==> src/rtl/uart_tx_frame.sv <==
// UART transmitter: start bit, LSB-first data, optional parity, 1-2 stop bits, txd registered.
// Start bit appears 1 clk after valid&&ready; ready is low for the whole frame, so valid is simply held off.
module uart_tx_frame #(
  parameter int CLK_DIV   = 16,
  parameter int DATA_BITS = 8,
  parameter int PARITY    = 0,
  parameter int STOP_BITS = 1
) (
  input  logic                 clk,
  input  logic                 rst,
  input  logic [DATA_BITS-1:0] data,
  input  logic                 valid,
  output logic                 ready,
  output logic                 txd,
  output logic                 busy
);

  localparam logic [2:0] S_IDLE  = 3'd0;
  localparam logic [2:0] S_START = 3'd1;
  localparam logic [2:0] S_DATA  = 3'd2;
  localparam logic [2:0] S_PAR   = 3'd3;
  localparam logic [2:0] S_STOP  = 3'd4;

  localparam logic [15:0] DIV_M1    = 16'(CLK_DIV - 1);
  localparam logic [3:0]  LAST_IDX  = 4'(DATA_BITS - 1);
  localparam logic        ACC_INIT  = (PARITY == 1);
  localparam logic        STOP_LAST = (STOP_BITS == 2);

  if (PARITY < 0 || PARITY > 2) begin : g_bad_parity
    $error("uart_tx_frame: PARITY must be 0, 1 or 2");
  end
  if (STOP_BITS != 1 && STOP_BITS != 2) begin : g_bad_stop
    $error("uart_tx_frame: STOP_BITS must be 1 or 2");
  end
  if (CLK_DIV < 2 || CLK_DIV > 65535) begin : g_bad_div
    $error("uart_tx_frame: CLK_DIV must be in 2..65535");
  end
  if (DATA_BITS < 5 || DATA_BITS > 9) begin : g_bad_bits
    $error("uart_tx_frame: DATA_BITS must be in 5..9");
  end

  logic [2:0]           state_q, state_d;
  logic [15:0]          cnt_q, cnt_d;
  logic [3:0]           idx_q, idx_d;
  logic [DATA_BITS-1:0] shift_q, shift_d;
  logic                 acc_q, acc_d;
  logic                 stop_q, stop_d;
  logic                 txd_q, txd_d;
  logic                 boundary;

  assign ready    = (state_q == S_IDLE) && !rst;
  assign busy     = (state_q != S_IDLE);
  assign txd      = txd_q;
  assign boundary = (cnt_q == 16'd0);

  always_comb begin
    state_d = state_q;
    cnt_d   = cnt_q;
    idx_d   = idx_q;
    shift_d = shift_q;
    acc_d   = acc_q;
    stop_d  = stop_q;
    txd_d   = txd_q;

    // Every active bit reloads the period counter at its boundary.
    if (state_q != S_IDLE) begin
      cnt_d = boundary ? DIV_M1 : cnt_q - 16'd1;
    end

    case (state_q)
      S_IDLE: begin
        txd_d = 1'b1;
        cnt_d = 16'd0;
        if (valid && ready) begin
          shift_d = data;
          acc_d   = ACC_INIT;
          state_d = S_START;
          txd_d   = 1'b0;
          cnt_d   = DIV_M1;
        end
      end
      S_START: begin
        if (boundary) begin
          txd_d   = shift_q[0];
          shift_d = shift_q >> 1;
          acc_d   = acc_q ^ shift_q[0];
          idx_d   = 4'd0;
          state_d = S_DATA;
        end
      end
      S_DATA: begin
        if (boundary) begin
          if (idx_q < LAST_IDX) begin
            txd_d   = shift_q[0];
            shift_d = shift_q >> 1;
            acc_d   = acc_q ^ shift_q[0];
            idx_d   = idx_q + 4'd1;
          end else if (PARITY != 0) begin
            txd_d   = acc_q;
            state_d = S_PAR;
          end else begin
            txd_d   = 1'b1;
            stop_d  = 1'b0;
            state_d = S_STOP;
          end
        end
      end
      S_PAR: begin
        if (boundary) begin
          txd_d   = 1'b1;
          stop_d  = 1'b0;
          state_d = S_STOP;
        end
      end
      S_STOP: begin
        if (boundary) begin
          txd_d = 1'b1;
          if (stop_q == STOP_LAST) begin
            state_d = S_IDLE;
            cnt_d   = 16'd0;
          end else begin
            stop_d = 1'b1;
          end
        end
      end
      default: begin
        state_d = S_IDLE;
        txd_d   = 1'b1;
        cnt_d   = 16'd0;
      end
    endcase
  end

  always_ff @(posedge clk) begin
    if (rst) begin
      state_q <= S_IDLE;
      cnt_q   <= 16'd0;
      idx_q   <= 4'd0;
      shift_q <= '0;
      acc_q   <= 1'b0;
      stop_q  <= 1'b0;
      txd_q   <= 1'b1;
    end else begin
      state_q <= state_d;
      cnt_q   <= cnt_d;
      idx_q   <= idx_d;
      shift_q <= shift_d;
      acc_q   <= acc_d;
      stop_q  <= stop_d;
      txd_q   <= txd_d;
    end
  end

endmodule

==> config.mk <==
export PLATFORM = sky130hd
export DESIGN_NAME = uart_tx_frame
export DESIGN_NICKNAME = d
export VERILOG_FILES = /design/src/rtl/uart_tx_frame.sv
export SDC_FILE = /design/constraint.sdc
export NUM_CORES = 1
export LEC_CHECK = 0
export ABC_AREA = 1
export BUFFER_PORTS_ARGS = -buffer_cell sky130_fd_sc_hd__buf_4
export CORE_ASPECT_RATIO = 1.25
export CORE_UTILIZATION = 45
export CTS_CLUSTER_DIAMETER = 40
export DETAILED_ROUTE_END_ITERATION = 6
export PLACE_DENSITY = 0.74
export REMOVE_ABC_BUFFERS = 1
export SLEW_MARGIN = 20
export SYNTH_ARGS = -nofsm -noshare
export SYNTH_HDL_FRONTEND = slang
export SYNTH_SLANG_ARGS = --single-unit
export TNS_END_PERCENT = 10
==> constraint.sdc <==
create_clock -name clk -period 2 [get_ports clk]
set_input_delay 0.3 -clock clk [delete_from_list [all_inputs] [get_ports clk]]
set_output_delay 0.3 -clock clk [all_outputs]
set_load 0.02 [all_outputs]
==> impl_metrics.json <==
{
  "hold_class": "in -> reg",
  "grt_pass1_vias": 1633,
  "grt_usage": 0.190,
  "first_pass_iters": 5,
  "sw_frac_of_total": 0.496,
  "synthToLayoutAreaGrowth_pct": 13.6,
  "fillers": 411,
  "crit-reg2reg-launch": "cnt_q[1]",
  "internal_power_w": 0.00200,
  "finalSetupViolCount": 0,
  "status": "complete, no violations",
  "cts_sinks": 32,
  "min_period_ns": 1.64,
  "crit_start": "state_q[1]",
  "vdd_drop_max_mv": 0.790,
  "drive_gt1_frac": 0.190,
  "worstHoldStart": "rst",
  "nets": 307,
  "multi_input_area_um2": 1080,
  "p_per_area_nw_per_um2": 1850,
  "finish.instance_area_um2": 2150,
  "ctsHtreeMaxLevel": 2,
  "hold_viol_final": 0,
  "netlist_area_um2": 1890,
  "drt-initial-drc-count": 88,
  "synth_most_common_cell": "nand2_1",
  "relSlewSlack": 0.776,
  "power_switching_w": 0.00197,
  "cts_resized": 0,
  "grt_start_max_net_pins": 15,
  "ant_nets": 0,
  "clockPowerShare": 0.153,
  "avgSynthCellArea_um2": 6.85,
  "dieArea_um2": 4460,
  "fin_skew_ns": 0.00640,
  "crit_required_ns": 1.70,
  "clkLatencyLatePin_ns": 0.28,
  "yosysSeqAreaShare": 0.339,
  "post_drt_wl_per_cell_um": 10.7,
  "synth_edf_count": 0,
  "min_period_over_period": 0.818,
  "seq_area_um2": 641,
  "synth-seq-cells": 32,
  "end_kind": "output port",
  "worstPathMaxFanout": 9,
  "pwr-share-seq": 0.245,
  "n_antenna_cell": 0,
  "power_frac_comb": 0.602,
  "overflow": 0,
  "rows": 26,
  "dpl_cell_area_um2": 2040,
  "die_w_um": 60.0,
  "synth_area_leaders": "dfxtp_1, nand2_1, nor2_1",
  "power.leakage_nw": 0.995,
  "port_buffers": 13,
  "antenna_found_initial": 0,
  "routed_wl_um": 3750,
  "path_clk_slew_ns": 0.07,
  "cts_buffers": 5,
  "cp.arrival_ns": 1.34,
  "vias": 1755,
  "rsz0062_at_grt": "false",
  "synthArstFlopShare": 0,
  "clk_path_buf_depth": 2,
  "grt_pass1_wl_um": 6440,
  "fmax_mhz": 611,
  "gp_congestion": 0.834,
  "pin_count": 14,
  "yosysTopAreaCell": "dfxtp_1",
  "ys.flop_type": "dfxtp_1",
  "synth_cell_types": 31,
  "synth_common_cells": "nand2_1, nor2_1, dfxtp_1",
  "start_kind": "register",
  "synth.top_cell.area_share": 0.339,
  "die_h_um": 74.4,
  "drc": 0,
  "yosysWarnings": 0,
  "hold_buffers": 0,
  "core_um2": 4070,
  "synth_cells": 276,
  "initial_core_util": 0.465,
  "post-cts-setup-buffers": 0,
  "tritoncts": "done",
  "slew_violations": 0,
  "tightest_slew_ns": 0.333,
  "root_buffer": "clkbuf_8",
  "critPathKind": "reg -> out",
  "setup_tns_ns": 0,
  "drv_cap": 0,
  "vias_per_cell": 5.00,
  "hpwl_um": 2850
}
[kinds of logic (layout without fill, tap and decap cells)]
| group | Yosys count | count (layout) | synth area share |
|---|---|---|---|
| simple gates | 166 | 166 | 0.438 |
| buf+inv | 40 | 59 | 0.0914 |
| flops | 32 | 32 | 0.339 |
| compound gates | 31 | 31 | 0.0954 |
| xor+xnor | 5 | 5 | 0.0232 |
| fa+ha+maj | 2 | 2 | 0.0132 |
[power groups by stage]
stage	Sequential, W	Combinational, W	Clock (W)
5_1_grt	0.000993	0.00272	0.000648
3_5_place_dp	0.000986	0.00238	0
2_1_floorplan	0.000962	0.00194	0
3_3_place_gp	0.000979	0.00236	0
4_1_cts	0.000971	0.00240	0.000624
6_report	0.000972	0.00239	0.000608
[per-layer routing]
| metal | vias to the layer above | share of wire | global-route usage | routed length, um |
|---|---|---|---|---|
| met2 | 37 | 0.52 | 0.359 | 1960 |
| met5 | - | 0 | 0 | 0 |
| met3 | 14 | 0.029 | 0.0400 | 110 |
| li1 | 906 | - | - | - |
| met4 | 0 | 0.026 | 0.103 | 99 |
| met1 | 798 | 0.42 | 0.188 | 1580 |
[placed cells by master (no fill, tap or decap), types with 2 or more instances in the layout]
master	instances
buf_4	14
o21ai_2	3
ha_1	2
nor3_1	3
inv_1	31
nand3_1	15
inv_2	3
xor2_1	3
o21ai_1	2
o21ai_0	14
clkbuf_8	5
nand2_2	3
xnor2_1	2
nor2_2	7
nand2_1	64
a21oi_1	10
nor3b_1	3
nor2_1	49
nor3_2	5
nand4_1	5
dfxtp_1	32
nor2_4	8
[final timing paths]
check	to	slack, ns	depth (start not counted)
worst max-delay path	ready	0.36	4
worst max register to register	state_q[0]	0.41	9
worst min-delay path	cnt_q[0]	0.24	2
worst min register to register	shift_q[7]	0.45	2
[cell type report]
class	instances	area share
clock buffer	6	0.0338
clock inverter	2	0.0163
inverter	37	0.0682
multi-input combinational	204	0.501
sequential	32	0.299
tap	56	0.0327
timing repair buffer	14	0.0490
[per-stage QoR]
| step | hold WS, ns | worst slack (ns) | power [W] | util | std cells |
|---|---|---|---|---|---|
| 2_1_floorplan | 0.369 | 0.568 | 0.00290 | - | 273 |
| 5_1_grt | 0.239 | 0.223 | 0.00436 | 0.528 | 351 |
| 3_3_place_gp | 0.439 | 0.411 | 0.00334 | 0.501 | 343 |
| 3_5_place_dp | 0.448 | 0.429 | 0.00336 | 0.501 | 343 |
| 4_1_cts | 0.237 | 0.358 | 0.00399 | 0.528 | 351 |
| 6_report | 0.244 | 0.364 | 0.00397 | 0.528 | 351 |
[worst max-delay path, cell delays in order (launching register included)]
cell and delay (ns):
dfxtp_1 0.39, nor2_4 0.22, nand2_8 0.12, nor2_1 0.15, buf_4 0.16
[flip-flops by register name, indices dropped and copies added, names as in the netlist]
name / flops
txd: 1
cnt_q: 16
shift_q: 8
state_q: 3
idx_q: 4
(Power assumes the default switching activity.)
